## src/rtl/vita49_packetizer.sv

```systemverilog
// VITA-49 IF Data packet builder (with Stream ID, sample-count timestamp).
// Buffers incoming 32-bit I/Q samples in a first-word-fall-through FIFO. Each
// packet is emitted as 32-bit words over a valid/ready handshake:
// header, stream ID, timestamp high, timestamp low, then PAYLOAD_WORDS samples.
//
// Ports:
//   sys_clk, reset       clock, synchronous active-high reset
//   enable               accept samples and allow new packets to start
//   sample_data/valid    input samples, no backpressure
//   word_ready           downstream accepts word_data
//   word_data/valid      packet word stream
//   word_sop/eop         first (header) / last (payload) word markers
//   fifo_level           current sample FIFO occupancy
//   overflow             sticky: a sample was dropped because the FIFO was full
module vita49_packetizer #(
  parameter int unsigned PAYLOAD_WORDS = 16,
  parameter int unsigned FIFO_DEPTH    = 32,
  parameter logic [31:0] STREAM_ID     = 32'h0000_0001
) (
  input  logic                          sys_clk,
  input  logic                          reset,
  input  logic                          enable,
  input  logic [31:0]                   sample_data,
  input  logic                          sample_valid,
  input  logic                          word_ready,
  output logic [31:0]                   word_data,
  output logic                          word_valid,
  output logic                          word_sop,
  output logic                          word_eop,
  output logic [$clog2(FIFO_DEPTH):0]   fifo_level,
  output logic                          overflow
);

  localparam int unsigned AW   = $clog2(FIFO_DEPTH);
  localparam int unsigned LvlW = AW + 1;

  localparam logic [15:0]     PktLen  = 16'(PAYLOAD_WORDS + 4);
  localparam logic [15:0]     PayLast = 16'(PAYLOAD_WORDS - 1);
  localparam logic [LvlW-1:0] PayLvl  = LvlW'(PAYLOAD_WORDS);
  localparam logic [LvlW-1:0] FullLvl = LvlW'(FIFO_DEPTH);

  typedef enum logic [2:0] {StIdle, StHdr, StSid, StTsh, StTsl, StPay} state_e;

  state_e state_q, state_d;

  logic [31:0]     mem [FIFO_DEPTH];
  logic [AW:0]     wr_ptr_q, rd_ptr_q;
  logic [63:0]     sample_cnt_q;
  logic [63:0]     ts_q;
  logic [3:0]      pkt_cnt_q;
  logic [15:0]     pay_cnt_q;
  logic            overflow_q;

  logic full, pop, push, drop, pay_last;

  // Pointers carry one extra bit so full and empty are distinguishable.
  assign fifo_level = wr_ptr_q - rd_ptr_q;
  assign full       = (fifo_level == FullLvl);
  assign pay_last   = (pay_cnt_q == PayLast);
  assign pop        = (state_q == StPay) && word_ready;
  // When full, a simultaneous pop frees the slot being written.
  assign push       = sample_valid && enable && (!full || pop);
  assign drop       = sample_valid && enable && full && !pop;
  assign overflow   = overflow_q;

  always_comb begin
    state_d    = state_q;
    word_valid = 1'b0;
    word_sop   = 1'b0;
    word_eop   = 1'b0;
    word_data  = 32'h0;
    case (state_q)
      StIdle: begin
        // Wait for a full payload so the packet never starves mid-stream.
        if (enable && (fifo_level >= PayLvl)) state_d = StHdr;
      end
      StHdr: begin
        word_valid = 1'b1;
        word_sop   = 1'b1;
        word_data  = {4'b0001, 4'b0000, 4'b0001, pkt_cnt_q, PktLen};
        if (word_ready) state_d = StSid;
      end
      StSid: begin
        word_valid = 1'b1;
        word_data  = STREAM_ID;
        if (word_ready) state_d = StTsh;
      end
      StTsh: begin
        word_valid = 1'b1;
        word_data  = ts_q[63:32];
        if (word_ready) state_d = StTsl;
      end
      StTsl: begin
        word_valid = 1'b1;
        word_data  = ts_q[31:0];
        if (word_ready) state_d = StPay;
      end
      StPay: begin
        word_valid = 1'b1;
        word_eop   = pay_last;
        word_data  = mem[rd_ptr_q[AW-1:0]];
        if (word_ready && pay_last) state_d = StIdle;
      end
      default: state_d = StIdle;
    endcase
  end

  // Storage needs no reset; the pointers define what is valid.
  always_ff @(posedge sys_clk) begin
    if (push) mem[wr_ptr_q[AW-1:0]] <= sample_data;
  end

  always_ff @(posedge sys_clk) begin
    if (reset) begin
      state_q      <= StIdle;
      wr_ptr_q     <= '0;
      rd_ptr_q     <= '0;
      sample_cnt_q <= '0;
      ts_q         <= '0;
      pkt_cnt_q    <= '0;
      pay_cnt_q    <= '0;
      overflow_q   <= 1'b0;
    end else begin
      state_q <= state_d;
      if (push) wr_ptr_q <= wr_ptr_q + 1'b1;
      if (pop) begin
        rd_ptr_q     <= rd_ptr_q + 1'b1;
        sample_cnt_q <= sample_cnt_q + 64'd1;
      end
      if (state_q == StIdle && state_d == StHdr) ts_q <= sample_cnt_q;
      if (state_q != StPay) begin
        pay_cnt_q <= '0;
      end else if (pop) begin
        pay_cnt_q <= pay_last ? 16'd0 : pay_cnt_q + 16'd1;
      end
      if (pop && pay_last) pkt_cnt_q <= pkt_cnt_q + 4'd1;
      if (drop) overflow_q <= 1'b1;
    end
  end

endmodule
```

## config.mk

```make
export PLATFORM = sky130hd
export DESIGN_NAME = vita49_packetizer
export DESIGN_NICKNAME = d
export VERILOG_FILES = /design/src/rtl/vita49_packetizer.sv
export SDC_FILE = /design/constraint.sdc
export NUM_CORES = 1
export LEC_CHECK = 0
export CAP_MARGIN = 40
export CORE_ASPECT_RATIO = 0.8
export CORE_UTILIZATION = 35
export CTS_BUF_LIST = sky130_fd_sc_hd__clkbuf_2
export DETAILED_ROUTE_END_ITERATION = 12
export SYNTH_ARGS = -nofsm -noshare
export SYNTH_HDL_FRONTEND = slang
export SYNTH_SLANG_ARGS = --single-unit
```

## constraint.sdc

```tcl
create_clock -name sys_clk -period 4.8 [get_ports sys_clk]
set_input_delay 1.2 -clock sys_clk [delete_from_list [all_inputs] [get_ports sys_clk]]
set_output_delay 1.2 -clock sys_clk [all_outputs]
set_load 0.01 [all_outputs]
```

==> summary.md, run 1 <==
| Metric | Value |
|---|---|
| WL final | `134,000 um` |
| Status | `finished with violations` |
| Port bufs | `78` |
| DR pass1 iterations | `5` |
| Global route total overflow | `0` |
| Synth Area per Inst | `18.1 um2` |
| Final core area utilization | `0.433` |
| CTS tree | `done` |
| Netlist cell types | `63` |
| Top_reg_cell synth | `edfxtp_1` |
| Later-pin clock latency in the skew report | `1640 ps` |
| Core Footprint | `132,000 um2` |
| Die height | `329 um` |
| Wirelength per Cell | `26.4 um` |
| Hold Worst Slack | `281 ps` |
| Clock buffer depth | `4` |
| Mux cell area share after synthesis | `0.151` |
| Min Tclk post-route | `5450 ps` |
| Gpl congestion | `0.854` |
| CTS Buf Count | `299` |
| Clock transition at path regs | `90 ps` |
| XOR/XNOR share of the synthesized area | `0.0123` |
| Max transition margin | `0.266` |
| Die X | `411 um` |
| Largest net degree at the start of global routing | `65` |
| Initial Util | `0.354` |
| Fin area | `57,200 um2` |
| Cell Area, Synth | `46,900 um2` |
| Layout cells sized above 1 | `0.385` |
| Final antenna-violating net count | `0` |
| Initial antenna violation count | `11` |
| Top cells by area, synth | `edfxtp_1, mux4_2, dfxtp_1` |
| Area leader, netlist | `edfxtp_1` |
| WP data required | `3600 ps` |
| Post-detail-place hpwl | `77,200 um` |
| Via/cell ratio | `5.45` |
| Crit Path Category | `reg -> out` |
| Vias | `27,712` |
| H-tree Lvls | `5` |
| Compound-gate portion of the synthesized area | `0.0359` |
| Main combinational cell family by area after synthesis | `multiplexers` |
| Arrival time at the worst endpoint | `4250 ps` |
| FMAX | `183 MHz` |
| IO Count | `79` |
| Hold Path Class | `in -> reg` |
| Post-synth EDFFs | `1,024` |
| Leak pwr | `0.0182 uW` |
| Final hold vios | `0` |
| Critical Path Start Type | `flop` |
| Maximum resistive drop on vdd | `0.186 mV` |
| Core Rows | `119` |
| RSZ-0062 raised after global routing | `yes` |
| Post-Synth Adder-Cell Area | `0.00417` |
| Yosys top cell area share | `0.656` |
| Clock root buffer | `clkbuf_2` |
| Ys async rst share | `0` |
| Reg2reg setup slack | `880 ps` |
| Synth top cells by count | `edfxtp_1, mux4_2, nand2_1` |
| Ys Warns | `0` |
| Final worst path period share | `1.14` |
| Vias in the first global route | `28,066` |
| Crit end category | `primary output` |
| Pwr Density | `317 nW/um2` |
| CTS Sinks | `1,193` |
| Total track usage | `0.199` |
| Max-slew violations | `0` |
| Crit-path max FO | `3` |
| Initial DRC Count | `3,192` |
| Pre-CTS setup slack | `98.8 ps` |
| Final #Nets | `3,192` |
| Final setup vio count | `32` |
| Seq cells post-synth | `1,193` |
| Count leader, synth | `edfxtp_1` |
| # DRC | `0` |
| DP Area | `51,700 um2` |
| First-pass GRT wire length | `193,000 um` |
| Worst Slack Setup Final | `-651 ps` |
| Area Overhead vs Synth | `22.1%` |
| Worst-Margin Slew | `1100 ps` |
| Syn Inst Count | `2,585` |
| Sequential area share after synthesis | `0.728` |
| Syn Nets | `2,637` |
| Tot Pwr | `18,100 uW` |
| Post-synthesis simple-gate area fraction | `0.0538` |
| Failing checks | `negative setup slack` |
| Skew final | `98.5 ps` |
| Die area | `135,000 um2` |
| Max-cap viol count | `0` |
-- final timing paths --
| check | from | depth (start not counted) | end |
|---|---|---|---|
| max | flop | 9 | word_data[14] |
| min | sample_data[29] | 1 | mem[4][29] |
| max reg2reg | wr_ptr_q[0] | 12 | mem[29][2] |
| min reg2reg | ts_q[42] | 2 | ts_q[42] |
-- stage by stage --
stage               std cells  setup TNS, ps
global route             5088         -20390
detailed placement       4433              0
finish                   5089         -15350
global placement         4394              0
CTS                      5044         -19510
floorplan                2585              0
-- power by group --
part | switching [uW] | internal, uW
clock | 3990 | 2450
combinational | 284 | 137
sequential | 9.68 | 11200
-- cell families (layout without fill, tap and decap cells) --
logic type	count (synthesis)	count (layout)
DFF	1193	1193
and+or+nand+nor	522	522
muxes	341	341
AOI/OAI and AO/OA	283	283
buffers and inverters	165	908
xor gates and xnor gates	66	66
adders and majority gates	15	15
other	0	7
-- timing repair --
action	in CTS	in global routing
endpoints found under the setup margin	38	34
hold buffers	1	0
hold endpoints to repair	24	0
pin swaps	51	43
resized for setup	390	65
gates cloned	27	1
setup buffers	96	34
-- critical path, stage by stage, from the launching register on --
cell and delay [ps]:
dfxtp_4 410, buf_12 130, buf_8 110, mux4_2 500, nor2b_4 140, a211oi_2 240, a21oi_2 80, a22oi_2 640
o21ai_1 170, buf_2 190
-- placed cells by master (no fill, tap or decap), types with 10 or more instances in the layout --
| cell type | netlist | routed |
|---|---|---|
| a211oi_2 | 0 | 12 |
| buf_16 | 0 | 32 |
| and3_1 | 15 | 15 |
| mux2_2 | 21 | 14 |
| buf_4 | 0 | 129 |
| nor3_1 | 19 | 17 |
| buf_2 | 34 | 27 |
| clkdlybuf4s50_1 | 0 | 40 |
| a22oi_2 | 0 | 22 |
| clkbuf_2 | 0 | 425 |
| mux4_2 | 289 | 289 |
| mux2i_1 | 25 | 19 |
| ha_1 | 14 | 13 |
| nand3_1 | 35 | 35 |
| nor2_4 | 0 | 37 |
| o21ai_2 | 0 | 12 |
| clkinv_1 | 0 | 51 |
| nand2_1 | 173 | 173 |
| xor2_1 | 28 | 26 |
| inv_1 | 20 | 20 |
| nor2b_1 | 38 | 35 |
| a21oi_2 | 0 | 18 |
| a211oi_1 | 28 | 14 |
| or3_1 | 14 | 14 |
| a21oi_1 | 127 | 108 |
| nand4_1 | 22 | 22 |
| a22oi_1 | 52 | 30 |
| dfxtp_1 | 169 | 161 |
| o21ai_4 | 0 | 11 |
| mux2_4 | 3 | 10 |
| edfxtp_1 | 1024 | 1024 |
| xnor2_1 | 38 | 37 |
| buf_12 | 0 | 87 |
| buf_6 | 1 | 37 |
| o21ai_0 | 48 | 17 |
| nor2_1 | 149 | 107 |
| buf_8 | 0 | 38 |
-- cell type report --
type                            instances  area, um2
Multi-Input combinational cell       1227      13100
Fill cell                           11570      75000
Timing Repair Buffer                  398       5250
Inverter                               21       78.8
Clock buffer                          425       2130
Sequential cell                      1193      34200
Antenna cell                            7       17.5
Tap cell                             1754       2190
Clock inverter                         64        300
-- sequential cells by signal (all words and copies together), names as in the netlist, named ones only --
signal / count
sample_cnt_q: 64
state_q: 3
ts_q: 64
pay_cnt_q: 16
rd_ptr_q: 6
mem: 1024
pkt_cnt_q: 4
wr_ptr_q: 6
overflow: 1
-- routing by layer --
layer	vias up	part of all wire	track usage
li1	11644	-	-
met1	14488	0.42	0.279
met4	6	0.018	0.0545
met3	206	0.090	0.0427
met5	-	0.00024	0
met2	1368	0.47	0.313
Note: power is estimated with default switching activity, not from simulation.
==> run 2: changes to the inputs <==
- clock period: 4.8 -> 4.55 ns (I/O delays scaled with it)
==> run 2 against run 1 <==
Net effect: the flow still finishes with violations (negative setup slack); via count grew 0.48%; critical path type unchanged; power grew 5.3%; largest power group unchanged; sequential power grew 5%; critical path depth shrank 2; combinational power grew 7.6%; final cell count grew 0.53%; sequential share of layout area shrank 0.12 points; worst setup slack lost 94 ps; clock power grew 4.8%; clock-buffer cell count grew 6; register-to-register slack lost 680 ps.
==> summary.md, run 2 (same netlist as run 1, synthesis figures left out) <==
| Metric | Value |
|---|---|
| IO Count | `79 (unchanged)` |
| Pwr Density | `332 nW/um2 (+5.0%)` |
| Reg2reg setup slack | `200 ps (-680 ps)` |
| Initial antenna violation count | `9 (-2)` |
| Global route total overflow | `0 (unchanged)` |
| Slowest-stage cell, CP | `mux4_2` |
| Hold Path Class | `in -> reg` |
| Multi-input logic area | `13,000 um2 (-0.56%)` |
| # DRC | `0 (unchanged)` |
| Max FFs per register | `1,024 (unchanged)` |
| FF-to-FF End | `state_q[0]` |
| Pre-CTS setup slack | `-74.1 ps (-173 ps)` |
| Wirelength per Cell | `26.1 um (-1.3%)` |
| R2r startpoint | `pay_cnt_q[8]` |
| CTS Sinks | `1,193 (unchanged)` |
| Layout cells sized above 1 | `0.394 (+0.00829)` |
| Flop pwr share | `0.622 (about the same)` |
| Critical-path cell list | `buf_4 -> bufbuf_16 -> mux4_2 -> mux4_2 -> a22oi_2 -> o21ai_2 -> buf_2` |
| Hold depth | `1 (unchanged)` |
| Hold path start | `sample_data[13]` |
| FMAX | `189 MHz` |
| First-pass GRT wire length | `191,000 um (-0.83%)` |
| Leak pwr | `0.0183 uW (+0.75%)` |
| Final setup vio count | `32 (unchanged)` |
| Worst-Margin Slew | `1070 ps (-35.2 ps)` |
| Skew final | `127 ps (+28.3 ps)` |
| CTS Buf Count | `299 (unchanged)` |
| Worst Slack Setup Final | `-745 ps (-93.8 ps)` |
| Combinational power share | `0.024 (about the same)` |
| FF-to-FF path depth | `29 (+17)` |
| Max-cap viol count | `0 (unchanged)` |
| Most common cell on crit path | `mux4_2` |
| Largest net degree at the start of global routing | `65 (unchanged)` |
| Switching portion of total power | `0.236 (-0.000551)` |
| Critical Path Start Type | `flop` |
| Clock transition at path regs | `110 ps (+20 ps)` |
| DR pass1 iterations | `6 (+1)` |
| Vias in the first global route | `27,804 (-0.93%)` |
| Total track usage | `0.196 (-0.00237)` |
| Later-pin clock latency in the skew report | `1560 ps (-80 ps)` |
| Final #Nets | `3,215 (+0.72%)` |
| Die area | `135,000 um2 (unchanged)` |
| Commonest non-fill, non-tap cell in the layout | `edfxtp_1` |
| Final worst path period share | `1.16` |
| Initial Util | `0.354 (unchanged)` |
| Setup TNS Final | `-19,550 ps (-4200 ps)` |
| Crit end category | `primary output` |
| Gpl congestion | `0.840 (-1.7%)` |
| Core Rows | `119 (unchanged)` |
| Clock buffer depth | `4 (unchanged)` |
| WP data required | `3410 ps (-190 ps)` |
| Min Tclk post-route | `5290 ps` |
| Core Footprint | `132,000 um2 (unchanged)` |
| Vias | `27,846 (+0.48%)` |
| Worst path bufs/invs | `3 (unchanged)` |
| Crit Path Category | `reg -> out` |
| Status | `finished with violations` |
| Post-detail-place hpwl | `76,000 um (-1.4%)` |
| Register area | `34,200 um2 (about the same)` |
| WL final | `133,000 um (-0.78%)` |
| Max transition margin | `0.290 (+0.0234)` |
| H-tree Lvls | `5 (unchanged)` |
| Crit-path leading delay family | `multiplexers` |
| Crit-path max FO | `6 (+3)` |
| Psw | `4500 uW (+5.0%)` |
| CTS tree | `done` |
| Failing checks | `negative setup slack` |
| Via/cell ratio | `5.44 (about the same)` |
| Final antenna-violating net count | `0 (unchanged)` |
| Worst Hold Path EP | `mem[7][13]` |
| Fillers | `11,478 (-0.80%)` |
| Maximum resistive drop on vdd | `0.199 mV (+7.0%)` |
| Most frequent cells in the layout | `edfxtp_1, clkbuf_2, mux4_2` |
| Port bufs | `78 (unchanged)` |
| Die X | `411 um (unchanged)` |
| Initial DRC Count | `3,213 (+0.66%)` |
| Cell Int Power | `14,600 uW (+5.3%)` |
| Clock power share | `0.354 (about the same)` |
| Arrival time at the worst endpoint | `4160 ps (-90 ps)` |
| Clock root buffer | `clkbuf_2` |
| Final hold vios | `0 (unchanged)` |
| CP peak stage delay | `500 ps (-140 ps)` |
| Die height | `329 um (unchanged)` |
| RSZ-0062 raised after global routing | `yes` |
| Max-slew violations | `0 (unchanged)` |
| Tot Pwr | `19,100 uW (+5.3%)` |
| Area Overhead vs Synth | `22.5%` |
[run 2: cell count changes in the layout (fill, tap and decap cells not counted), sizes merged]
cell,previous run,this run
bufbuf,2,6
bufinv,2,1
diode,7,5
clkinv,57,58
dlygate4sd2,3,2
buf,350,366
clkbuf,426,436
[run 2: cell type report]
| type | instances | share of cell area |
|---|---|---|
| timing repair buffer | 421 | 0.0952 |
| sequential | 1193 | 0.596 |
| multi-input combinational | 1227 | 0.227 |
| inverter | 21 | 0.00137 |
| antenna | 5 | 0.000218 |
| clock inverter | 64 | 0.00477 |
| tap | 1754 | 0.0382 |
| clock buffer | 431 | 0.0376 |
[run 2: power by group through the flow]
stage	Sequential (uW)	Clock [uW]	Combinational, uW
final	11900	6750	453
after CTS	11900	6920	425
after global routing	11900	7470	484
after global placement	12100	0	355
after detailed placement	12100	0	401
after floorplan	12100	0	130
[run 2: how the worst max path moves through the flow]
stage,startpoint,endpoint,slack (ps),cells past startpoint
6_report,flop,word_data[31],-740,7
5_1_grt,flop,word_data[24],-900,7
4_1_cts,flop,word_data[8],-950,8
3_5_place_dp,flop,word_data[24],-70,6
3_3_place_gp,flop,word_data[24],-40,6
2_1_floorplan,wr_ptr_q[0],mem[29][0],370,10
[run 2: metrics by stage]
stage	hold slack, ps	utilization	cells	cell area, um2
after CTS	122	0.428	5070	56600
after floorplan	433	-	2585	46900
after global routing	135	0.434	5115	57400
final	229	0.434	5116	57400
after global placement	445	0.386	4403	51000
after detailed placement	448	0.391	4440	51800
[run 2: what timing repair did]
item                                   4_1_cts  5_1_grt
hold buffers                                 1        0
buffers inserted                           109       34
setup endpoints to repair                   39       54
endpoints found under the hold margin       25        0
pin swaps                                   48       38
gates cloned                                26        4
gates resized for setup                    386       84
[run 2: per-layer routing]
| layer | vias up | track usage | part of all wire |
|---|---|---|---|
| met5 | - | 0 | 0.00023 |
| met4 | 6 | 0.0609 | 0.019 |
| met3 | 192 | 0.0477 | 0.098 |
| met2 | 1430 | 0.297 | 0.46 |
| met1 | 14510 | 0.279 | 0.42 |
| li1 | 11708 | - | - |
